**config.mk**
```make
export PLATFORM = sky130hd
export DESIGN_NAME = lc3_inst_mem_flat
export DESIGN_NICKNAME = d
export VERILOG_FILES = /design/src/rtl/lc3_pkg.sv /design/src/rtl/lc3_inst_mem_if.sv /design/src/rtl/lc3_imem_ram.sv /design/src/rtl/lc3_inst_mem.sv /design/src/flat_wrapper.sv
export SDC_FILE = /design/constraint.sdc
export NUM_CORES = 2
export LEC_CHECK = 0
export BUFFER_PORTS_ARGS = -buffer_cell sky130_fd_sc_hd__buf_2
export CAP_MARGIN = 20
export CORE_MARGIN = 3
export CORE_UTILIZATION = 65
export CTS_BUF_LIST = sky130_fd_sc_hd__clkbuf_4 sky130_fd_sc_hd__clkbuf_8 sky130_fd_sc_hd__clkbuf_16
export DETAILED_ROUTE_END_ITERATION = 7
export GPL_ROUTABILITY_DRIVEN = 1
export PLACE_DENSITY_LB_ADDON = 0.08
export RECOVER_POWER = 100
export REMOVE_ABC_BUFFERS = 1
export SYNTH_ARGS = -nofsm -noshare
export SYNTH_HDL_FRONTEND = slang
export SYNTH_SLANG_ARGS = --single-unit
```
**constraint.sdc**
```tcl
create_clock -name clk -period 22.2 [get_ports clk]
set_clock_uncertainty 0.15 [all_clocks]
set_input_delay 1.11 -clock clk [delete_from_list [all_inputs] [get_ports clk]]
set_output_delay 1.11 -clock clk [all_outputs]
set_load 0.02 [all_outputs]
```
**src/rtl/lc3_pkg.sv**
```systemverilog
// Shared LC3 types and constants for the instruction memory.
package lc3_pkg;

  typedef logic [15:0] lc3_word_t;

  // BR with no condition bits set: never branches, used as the fetch filler.
  localparam lc3_word_t LC3_NOP       = 16'h0000;
  localparam lc3_word_t LC3_IMEM_BASE = 16'h3000;

  // Source of the fetched word presented on instrmem_dout.
  typedef enum logic [1:0] {
    SEL_NOP = 2'd0,
    SEL_RAM = 2'd1,
    SEL_BYP = 2'd2
  } dout_sel_e;

endpackage

```
**src/rtl/lc3_inst_mem_if.sv**
```systemverilog
// Load/fetch bus between the bench/core (master) and the instruction memory (slave).
interface lc3_inst_mem_if
  import lc3_pkg::*;
#(
  parameter int unsigned ADDR_W = 8
);

  logic        write_inst;
  lc3_word_t   addr_inst;
  lc3_word_t   din_inst;
  logic        rd_fetch;
  lc3_word_t   pc_fetch;
  lc3_word_t   instrmem_dout;
  logic        inst_valid;
  logic        fetch_err;
  logic        wr_err;
  logic [ADDR_W:0] loaded_count;

  modport master (
    output write_inst, addr_inst, din_inst, rd_fetch, pc_fetch,
    input  instrmem_dout, inst_valid, fetch_err, wr_err, loaded_count
  );

  modport slave (
    input  write_inst, addr_inst, din_inst, rd_fetch, pc_fetch,
    output instrmem_dout, inst_valid, fetch_err, wr_err, loaded_count
  );

endinterface

```
**src/rtl/lc3_imem_ram.sv**
```systemverilog
// Simple dual-port RAM: one synchronous write, one registered read, read-before-write, no reset.
module lc3_imem_ram
  import lc3_pkg::*;
#(
  parameter int unsigned ADDR_W = 8
) (
  input  logic              clk,
  input  logic              we,
  input  logic [ADDR_W-1:0] waddr,
  input  lc3_word_t         wdata,
  input  logic              re,
  input  logic [ADDR_W-1:0] raddr,
  output lc3_word_t         rdata
);

  localparam int unsigned DEPTH = 1 << ADDR_W;

  lc3_word_t mem [DEPTH];

  // Write port; read port holds its last word while re is low.
  always_ff @(posedge clk) begin
    if (we) mem[waddr] <= wdata;
    if (re) rdata <= mem[raddr];
  end

endmodule

```
**src/rtl/lc3_inst_mem.sv**
```systemverilog
// LC3 instruction memory: windowed load port, 1-cycle fetch, per-word valid tracking.
// Optional macro LC3_IMEM_BYPASS_EN: forward same-cycle same-address load data to fetch.
module lc3_inst_mem
  import lc3_pkg::*;
#(
  parameter int unsigned ADDR_W    = 8,
  parameter lc3_word_t   BASE_ADDR = LC3_IMEM_BASE
) (
  input  logic           clk,
  input  logic           reset,
  lc3_inst_mem_if.slave  bus
);

  localparam int unsigned DEPTH = 1 << ADDR_W;

  lc3_word_t         w_off, f_off, ram_rdata;
  logic              w_in_win, f_in_win, wr_en, f_hit, same_addr;
  logic [ADDR_W-1:0] w_idx, f_idx;
  logic [DEPTH-1:0]  valid_q;
  logic [ADDR_W:0]   count_q;
  logic              inst_valid_q, fetch_err_q, wr_err_q, err_d;
  dout_sel_e         sel_q, sel_d;
  lc3_word_t         dout_c;

  // Window decode for both ports using 16-bit wrap-around arithmetic.
  always_comb begin
    w_off     = bus.addr_inst - BASE_ADDR;
    f_off     = bus.pc_fetch - BASE_ADDR;
    w_in_win  = {1'b0, w_off} < 17'(DEPTH);
    f_in_win  = {1'b0, f_off} < 17'(DEPTH);
    w_idx     = w_off[ADDR_W-1:0];
    f_idx     = f_off[ADDR_W-1:0];
    wr_en     = bus.write_inst && w_in_win;
    f_hit     = f_in_win && valid_q[f_idx];
    same_addr = wr_en && f_in_win && (w_idx == f_idx);
  end

  // Choose the source of the next fetched word and whether it is an error.
  always_comb begin
    sel_d = SEL_NOP;
    err_d = 1'b1;
    if (f_hit) begin
      sel_d = SEL_RAM;
      err_d = 1'b0;
    end
`ifdef LC3_IMEM_BYPASS_EN
    if (same_addr) begin
      sel_d = SEL_BYP;
      err_d = 1'b0;
    end
`endif
  end

  lc3_imem_ram #(.ADDR_W(ADDR_W)) u_ram (
    .clk   (clk),
    .we    (wr_en),
    .waddr (w_idx),
    .wdata (bus.din_inst),
    .re    (bus.rd_fetch),
    .raddr (f_idx),
    .rdata (ram_rdata)
  );

  // Valid bits, load counter and fetch/load status pulses.
  always_ff @(posedge clk or posedge reset) begin
    if (reset) begin
      valid_q      <= '0;
      count_q      <= '0;
      sel_q        <= SEL_NOP;
      inst_valid_q <= 1'b0;
      fetch_err_q  <= 1'b0;
      wr_err_q     <= 1'b0;
    end else begin
      inst_valid_q <= bus.rd_fetch;
      fetch_err_q  <= bus.rd_fetch && err_d;
      wr_err_q     <= bus.write_inst && !w_in_win;
      if (bus.rd_fetch) sel_q <= sel_d;
      if (wr_en) begin
        valid_q[w_idx] <= 1'b1;
        if (!valid_q[w_idx]) count_q <= count_q + (ADDR_W + 1)'(1);
      end
    end
  end

`ifdef LC3_IMEM_BYPASS_EN
  lc3_word_t byp_q;

  // Capture load data for a same-cycle forwarded fetch.
  always_ff @(posedge clk or posedge reset) begin
    if (reset)                             byp_q <= LC3_NOP;
    else if (bus.rd_fetch && same_addr)    byp_q <= bus.din_inst;
  end
`endif

  // Fetched word comes straight from a registered source.
  always_comb begin
    dout_c = LC3_NOP;
    case (sel_q)
      SEL_RAM: dout_c = ram_rdata;
`ifdef LC3_IMEM_BYPASS_EN
      SEL_BYP: dout_c = byp_q;
`endif
      default: dout_c = LC3_NOP;
    endcase
  end

  assign bus.instrmem_dout = dout_c;
  assign bus.inst_valid    = inst_valid_q;
  assign bus.fetch_err     = fetch_err_q;
  assign bus.wr_err        = wr_err_q;
  assign bus.loaded_count  = count_q;

endmodule
```
**src/flat_wrapper.sv**
```systemverilog
// flat-port wrapper written by rule: the top's interface ports become plain ports
module lc3_inst_mem_flat import lc3_pkg::*;
#(
  parameter int unsigned ADDR_W    = 8,
  parameter lc3_word_t   BASE_ADDR = LC3_IMEM_BASE
)
  (clk, reset, bus_write_inst, bus_addr_inst, bus_din_inst, bus_rd_fetch, bus_pc_fetch, bus_instrmem_dout, bus_inst_valid, bus_fetch_err, bus_wr_err, bus_loaded_count);
  lc3_inst_mem_if #(.ADDR_W(ADDR_W)) bus_i ();
  input  logic clk;
  input  logic reset;
  input wire logic [$bits(bus_i.write_inst)-1:0] bus_write_inst;
  input wire logic [$bits(bus_i.addr_inst)-1:0] bus_addr_inst;
  input wire logic [$bits(bus_i.din_inst)-1:0] bus_din_inst;
  input wire logic [$bits(bus_i.rd_fetch)-1:0] bus_rd_fetch;
  input wire logic [$bits(bus_i.pc_fetch)-1:0] bus_pc_fetch;
  output wire logic [$bits(bus_i.instrmem_dout)-1:0] bus_instrmem_dout;
  output wire logic [$bits(bus_i.inst_valid)-1:0] bus_inst_valid;
  output wire logic [$bits(bus_i.fetch_err)-1:0] bus_fetch_err;
  output wire logic [$bits(bus_i.wr_err)-1:0] bus_wr_err;
  output wire logic [$bits(bus_i.loaded_count)-1:0] bus_loaded_count;
  assign bus_i.write_inst = bus_write_inst;
  assign bus_i.addr_inst = bus_addr_inst;
  assign bus_i.din_inst = bus_din_inst;
  assign bus_i.rd_fetch = bus_rd_fetch;
  assign bus_i.pc_fetch = bus_pc_fetch;
  assign bus_instrmem_dout = bus_i.instrmem_dout;
  assign bus_inst_valid = bus_i.inst_valid;
  assign bus_fetch_err = bus_i.fetch_err;
  assign bus_wr_err = bus_i.wr_err;
  assign bus_loaded_count = bus_i.loaded_count;
  lc3_inst_mem #(.ADDR_W(ADDR_W), .BASE_ADDR(BASE_ADDR)) u_core (.clk(clk), .reset(reset), .bus(bus_i));
endmodule
```
Word level (Yosys, flattened, before mapping)
Memory sizes are Yosys's and may differ from the RTL's. A register that Yosys moved wholly into a read port is not among the register bits.
Index checks and enable logic that the tools add are counted.

storage, ports and cells
  memories = 1
  RAM bits = 4096
  memory bits (read-only) = 0
  output and inout bits = 28
  bits in latches = 0
  word-level logic and storage cells = 36
  register bits after elaboration = 270

cells by class
  shifts and indexed selects = 0
  add/subtract/negate cells = 3
  multipliers = 0
  reductions and logical operators = 7
  divide/modulo/power cells = 0
  equality and inequality tests = 1
  $lt $le $gt $ge = 5
  muxes and demuxes = 11
  bitwise gates (word level) = 2

memories
  name              depth  width  rd ports  clocked after memory_dff  wr ports  line                RTL
  u_core.u_ram.mem  256    16     1         1                         1         lc3_imem_ram.sv:18  lc3_word_t mem [DEPTH];

operators by type and width
  kind                                                                                  count
  256-bit OR                                                                            1
  16-bit by 9-bit less-than comparator with 1-bit output (second input constant)        2
  16-bit by 14-bit subtractor with 16-bit output (second input constant)                2
  8-bit by 9-bit less-than comparator with 1-bit output (second input constant)         2
  1-bit binary-select mux with 8-bit select                                             2
  16-bit 2-to-1 mux                                                                     1
  9-bit by 1-bit adder with 9-bit output (second input constant)                        1
  1-bit demux with 8-bit select                                                         1
  8-bit by 1-bit greater-or-equal comparator with 1-bit output (second input constant)  1
  1-bit 2-to-1 mux                                                                      7
  1-bit logical AND                                                                     5
  2-bit by 1-bit equality test with 1-bit output (second input constant)                1
  2-bit AND reduction                                                                   1
  1-bit logical NOT                                                                     1
  1-bit NOT                                                                             1

Depth between registers and ports, before layout
  depth after elaboration = 6
  gate-level depth with buffers = 12

Modules after synthesis
From an unflattened synthesis, not the netlist that was laid out.

unflattened totals
  cell total of the unflattened synthesis = 8351
  area, all modules = 172387.8 um^2

modules (own cells, without submodules)
  module        instances  area each (um^2)  cells an instance
  lc3_imem_ram  1          158874.9          7360
  lc3_inst_mem  1          13513.0           991

Least setup slack after synthesis
Ideal clock, no wire load.

  kind = input to register
  start point = input bus_pc_fetch[1]
  end point = register u_core.u_ram.rdata[0], read port of u_core.u_ram.mem, data pin
  setup time = 272 ps
  required time = 21778 ps
  path slack = 17926 ps
  cell stages on the path = 8
  arrival = 3852 ps
  cell sequence = buf_2 -> buf_2 -> clkbuf_1 -> buf_1 -> mux4_2 -> mux4_2 -> mux4_2 -> mux4_2

on the way
  longest elaborated chain between the ends = 1

RTL lines
  element                                         line                RTL
  from (decl)                                     flat_wrapper.sv:15  input wire logic [$bits(bus_i.pc_fetch)-1:0] bus_pc_fetch;
  16-bit by 14-bit subtractor with 16-bit output  lc3_inst_mem.sv:28  f_off = bus.pc_fetch - BASE_ADDR;
  to (decl)                                       lc3_imem_ram.sv:13  output lc3_word_t rdata

Every way passes these cells.
A chain may end at the register's enable or synchronous reset.

Final worst setup path
  start point = input bus_pc_fetch[1]
  end point = register u_core.u_ram.rdata[6], read port of u_core.u_ram.mem, data pin

The elaborated chain is that of the path after synthesis.

==> metrics.txt <==
# TYPE chip_impl_metric gauge
chip_impl_info{name="outcome",value="finished, violations left"} 1
chip_impl_info{name="failed_checks",value="max-capacitance violations, max-slew violations"} 1
chip_impl_info{name="cts_root_buffer",value="sky130_fd_sc_hd__clkbuf_16"} 1
chip_impl_info{name="crit_path_start_kind",value="input port"} 1
chip_impl_metric{name="cts_post_setup_buffers_inserted",unit=""} 0
chip_impl_metric{name="ir_worst_vdd",unit="V"} 0.00007643
chip_impl_metric{name="final_cells",unit=""} 11260
chip_impl_metric{name="post_cts_resize_count",unit=""} 0
chip_impl_metric{name="netlist-cell-type-count",unit=""} 47
chip_impl_metric{name="global_route_met1_utilization",unit="%"} 48.34
chip_impl_metric{name="netSwitchingFraction",unit="%"} 20.76
chip_impl_metric{name="core_region_area",unit="um2"} 258100
chip_impl_metric{name="tns",unit="ns"} 0
chip_impl_metric{name="cts_buffers",unit=""} 425
chip_impl_metric{name="clk_path_buf_depth",unit=""} 4
chip_impl_info{name="netlist.top_cell.by_area",value="sky130_fd_sc_hd__edfxtp_1"} 1
chip_impl_metric{name="grt_first_pass_wirelength",unit="um"} 619200
chip_impl_metric{name="firstDrtPassIters",unit=""} 6
chip_impl_metric{name="global_route.overflow_total",unit=""} 0
chip_impl_metric{name="num_io_pins",unit=""} 80
chip_impl_metric{name="arrival",unit="ns"} 14.44
chip_impl_metric{name="via_count_of_the_first_global_routing_pass",unit=""} 80850
chip_impl_metric{name="final-hold-violation-count",unit=""} 0
chip_impl_metric{name="path_max_fanout",unit=""} 68
chip_impl_metric{name="clkPwrFrac",unit="%"} 42.4
chip_impl_metric{name="routability_congestion_estimate_from_global_placement",unit=""} 0.8546
chip_impl_metric{name="antenna_found_initial",unit=""} 42
chip_impl_metric{name="route.detailed.vias_per_inst",unit=""} 7.168
chip_impl_info{name="rsz_0062_raised_after_global_routing",value="false"} 1
chip_impl_info{name="combinational_family_with_the_most_area_after_synthesis",value="multiplexers"} 1
chip_impl_metric{name="synth_edf_count",unit=""} 4112
chip_impl_metric{name="slew_headroom",unit="%"} -362.1
chip_impl_metric{name="post_synthesis_share_of_cell_area_spent_on_xor_and_xnor_gates",unit="%"} 0.04134
chip_impl_info{name="cp-end-kind",value="flop"} 1
chip_impl_metric{name="grt_start_max_net_pins",unit=""} 154
chip_impl_metric{name="filler_cell_count",unit=""} 14270
chip_impl_metric{name="use_met3",unit="%"} 6.821
chip_impl_metric{name="worst_skew_pair_later_pin_latency",unit="ns"} 0.98
chip_impl_metric{name="cell_internal_pwr",unit="mW"} 13.57
chip_impl_metric{name="synthAdderAreaFrac",unit="%"} 0.007381
chip_impl_metric{name="cts_max_level",unit=""} 5
chip_impl_metric{name="route.antenna.remaining_nets",unit=""} 0
chip_impl_metric{name="drcViolationCount",unit=""} 0
chip_impl_metric{name="synthesis.area",unit="um2"} 169500
chip_impl_metric{name="cap_violations",unit=""} 174
chip_impl_metric{name="pwr-share-seq",unit="%"} 53.0
chip_impl_metric{name="placed_cells",unit=""} 10430
chip_impl_metric{name="timing_worst_slew_pin_value",unit="ns"} 6.932
chip_impl_metric{name="max_freq",unit="MHz"} 71.96
chip_impl_metric{name="async_reset_ff_share",unit="%"} 6.140
chip_impl_info{name="path_class",value="in -> reg"} 1
chip_impl_metric{name="critical_path.max_stage_delay",unit="ns"} 3.03
chip_impl_metric{name="switching_power",unit="mW"} 3.554
chip_impl_info{name="most_used_standard_cells_in_the_synthesized_netlist",value="sky130_fd_sc_hd__edfxtp_1 (4,112), sky130_fd_sc_hd__mux4_2 (1,501), sky130_fd_sc_hd__nor2_1 (272)"} 1
chip_impl_metric{name="design.die.area",unit="um2"} 266900
chip_impl_metric{name="post-synth-top-area-fraction",unit="%"} 72.84
chip_impl_metric{name="groute.usage.overall",unit="%"} 33.47
chip_impl_metric{name="synth_compound_area_share",unit="%"} 0.1794
chip_impl_metric{name="r2r_slack",unit="ns"} 18.41
chip_impl_metric{name="critical_path_required",unit="ns"} 22.75
chip_impl_metric{name="final_layout_size_suffix_gt1_share",unit="%"} 33.09
chip_impl_metric{name="syn-mean-instance-area",unit="um2"} 24.27
chip_impl_metric{name="die_height",unit="um"} 516.7
chip_impl_metric{name="power.combinational.fraction",unit="%"} 4.6
chip_impl_metric{name="yosys_register_bits",unit=""} 4381
chip_impl_metric{name="setup_failing_eps_final",unit=""} 0
chip_impl_info{name="critical-path-slowest-cell",value="sky130_fd_sc_hd__clkbuf_1"} 1
chip_impl_metric{name="via_count",unit=""} 80710
chip_impl_info{name="netlist_top_cells_area",value="sky130_fd_sc_hd__edfxtp_1 (73%), sky130_fd_sc_hd__mux4_2 (20%), sky130_fd_sc_hd__dfrtp_1 (4.0%)"} 1
chip_impl_info{name="synth_ff_type",value="sky130_fd_sc_hd__edfxtp_1"} 1
chip_impl_metric{name="register_area",unit="um2"} 130200
chip_impl_metric{name="nets",unit=""} 7531
chip_impl_metric{name="hold_ws",unit="ns"} 0.2825
chip_impl_metric{name="numPortBuffers",unit=""} 79
chip_impl_metric{name="dr.first_iter.drc_count",unit=""} 11970
chip_impl_info{name="most_crowded_layer_gr",value="met2"} 1
chip_impl_metric{name="rows",unit=""} 186
chip_impl_metric{name="final_min_period_over_clock_period",unit="%"} 62.60
chip_impl_metric{name="initial_utilization",unit="%"} 65.68
chip_impl_info{name="timing.hold.worst.class",value="in -> reg"} 1
chip_impl_metric{name="drt_wl_total",unit="um"} 437200
chip_impl_info{name="synth_most_common_cell",value="sky130_fd_sc_hd__edfxtp_1"} 1
chip_impl_metric{name="synth.area.mux_share",unit="%"} 20.12
chip_impl_metric{name="ctsHoldBuffers",unit=""} 0
chip_impl_metric{name="die_w",unit="um"} 516.7
chip_impl_info{name="path_delay_family",value="buffers and inverters"} 1
chip_impl_metric{name="cellPowerDensity",unit="nW/um2"} 90.81
chip_impl_info{name="crit_chain",value="buf_8 > clkbuf_1 > clkbuf_1 > clkbuf_1 > clkbuf_1 > mux4_2 > mux4_2 > mux4_2 > mux4_2"} 1
chip_impl_metric{name="globalRouteMet2Util",unit="%"} 52.36
chip_impl_info{name="tritoncts",value="done"} 1
chip_impl_metric{name="cellLeakagePower",unit="nW"} 60.47
chip_impl_metric{name="tritoncts_num_sinks",unit=""} 4381
chip_impl_metric{name="area_growth",unit="%"} 11.23
chip_impl_metric{name="synth.yosys.warnings",unit=""} 0
chip_impl_metric{name="final_core_utilization",unit="%"} 73.06
chip_impl_metric{name="synth_simple_gate_area_share",unit="%"} 1.890
chip_impl_metric{name="total_buffers_and_inverters_traversed_by_the_critical_path",unit=""} 5
chip_impl_metric{name="wl_per_cell",unit="um"} 38.83
chip_impl_metric{name="timing.final.crit_period",unit="ns"} 13.90
chip_impl_metric{name="syn-instance-count",unit=""} 6985
chip_impl_metric{name="clkTransAtPathRegs",unit="ns"} 0.06
chip_impl_metric{name="timing.final.max_slew_violations",unit=""} 6532
chip_impl_metric{name="synth_seq_area_share",unit="%"} 76.82
chip_impl_metric{name="dpl.hpwl",unit="um"} 248700
chip_impl_metric{name="footprint_of_the_multi_input_gates",unit="um2"} 37760
[worst paths after layout]
| path | startpoint | endpoint | depth (start not counted) |
|---|---|---|---|
| hold reg to reg | u_core.valid_q[159]$_DFFE_PP0P_ | u_core.valid_q[159]$_DFFE_PP0P_ | 1 |
| setup / recovery | bus_pc_fetch[1] | u_core.u_ram.rdata[6]$_DFFE_PP_ | 9 |
| hold / removal | bus_write_inst | u_core.bus.wr_err$_DFF_PP0_ | 2 |
| max in group asynchronous | reset | u_core.valid_q[132]$_DFFE_PP0P_ | 4 |
| setup reg to reg | u_core.valid_q[115]$_DFFE_PP0P_ | u_core.bus.loaded_count[1]$_DFFE_PP0P_ | 8 |
| min in group asynchronous | reset | u_core.valid_q[245]$_DFFE_PP0P_ | 2 |
[power by group through the flow]
stage	clock network, mW	logic [mW]	registers (mW)
6_report	7.25	0.794	9.08
5_1_grt	7.65	0.829	9.07
4_1_cts	7.33	0.800	9.05
3_5_place_dp	0	0.796	9.22
3_3_place_gp	0	0.781	9.22
2_1_floorplan	0	0.321	9.21
[registers in the layout (all words and copies together) (netlist names)]
register / count
u_core.bus.fetch_err: 1
u_core.bus.inst_valid: 1
u_core.bus.loaded_count: 9
u_core.bus.wr_err: 1
u_core.sel_q: 1
u_core.u_ram.mem: 4096
u_core.u_ram.rdata: 16
u_core.valid_q: 256
[cell families (layout without fill, tap and decap cells)]
group,after synthesis,in the layout
xor gates and xnor gates,8,8
adders and majority gates,1,1
muxes,1530,1530
DFF,4381,4381
buffers and inverters,386,1231
other,0,45
and+or+nand+nor,639,639
AOI/OAI and AO/OA,40,40
[cells in the final DEF (no fill, tap or decap), types with 6 or more instances in the layout]
| cell type | instances |
|---|---|
| sky130_fd_sc_hd__a22oi_1 | 13 |
| sky130_fd_sc_hd__and2_0 | 13 |
| sky130_fd_sc_hd__buf_12 | 6 |
| sky130_fd_sc_hd__buf_2 | 38 |
| sky130_fd_sc_hd__buf_4 | 60 |
| sky130_fd_sc_hd__bufinv_16 | 41 |
| sky130_fd_sc_hd__clkbuf_1 | 340 |
| sky130_fd_sc_hd__clkbuf_16 | 429 |
| sky130_fd_sc_hd__clkbuf_4 | 94 |
| sky130_fd_sc_hd__clkbuf_8 | 17 |
| sky130_fd_sc_hd__clkinv_1 | 89 |
| sky130_fd_sc_hd__clkinv_2 | 73 |
| sky130_fd_sc_hd__clkinv_8 | 9 |
| sky130_fd_sc_hd__clkinvlp_4 | 10 |
| sky130_fd_sc_hd__dfrtp_1 | 269 |
| sky130_fd_sc_hd__diode_2 | 45 |
| sky130_fd_sc_hd__edfxtp_1 | 4112 |
| sky130_fd_sc_hd__inv_16 | 8 |
| sky130_fd_sc_hd__mux2_2 | 8 |
| sky130_fd_sc_hd__mux2i_1 | 21 |
| sky130_fd_sc_hd__mux4_2 | 1501 |
| sky130_fd_sc_hd__nand2_1 | 40 |
| sky130_fd_sc_hd__nand3_1 | 17 |
| sky130_fd_sc_hd__nor2_1 | 248 |
| sky130_fd_sc_hd__nor2_2 | 24 |
| sky130_fd_sc_hd__nor2b_1 | 11 |
| sky130_fd_sc_hd__nor3_1 | 8 |
| sky130_fd_sc_hd__or2_2 | 256 |
| sky130_fd_sc_hd__xnor2_1 | 7 |
[per-stage QoR]
step	power [mW]	area (um2)	setup WS (ns)
after floorplan	9.534	167900	13.53
after global placement	10.00	175700	13.83
after detailed placement	10.02	175700	13.80
after CTS	17.18	189900	14.78
after global routing	17.55	188500	8.026
final	17.12	188600	8.303
[routing by layer]
metal	wire (um)	vias up	share of wire [%]
li1	-	31000	-
met1	158400	43710	36
met2	213800	5090	49
met3	46010	884	11
met4	18720	24	4.3
met5	161	-	0.037
[cell type report]
| cell class | count | area share (%) |
|---|---|---|
| clock buffers | 540 | 6.192 |
| multi-input cells | 2218 | 20.02 |
| clock inverters | 239 | 1.302 |
| diodes | 45 | 0.05972 |
| repair buffers | 448 | 1.110 |
| flip-flops and latches | 4381 | 69.06 |
| well taps | 3384 | 2.246 |
| inverters | 4 | 0.008627 |
No activity file was read; power rests on OpenSTA's default activity.
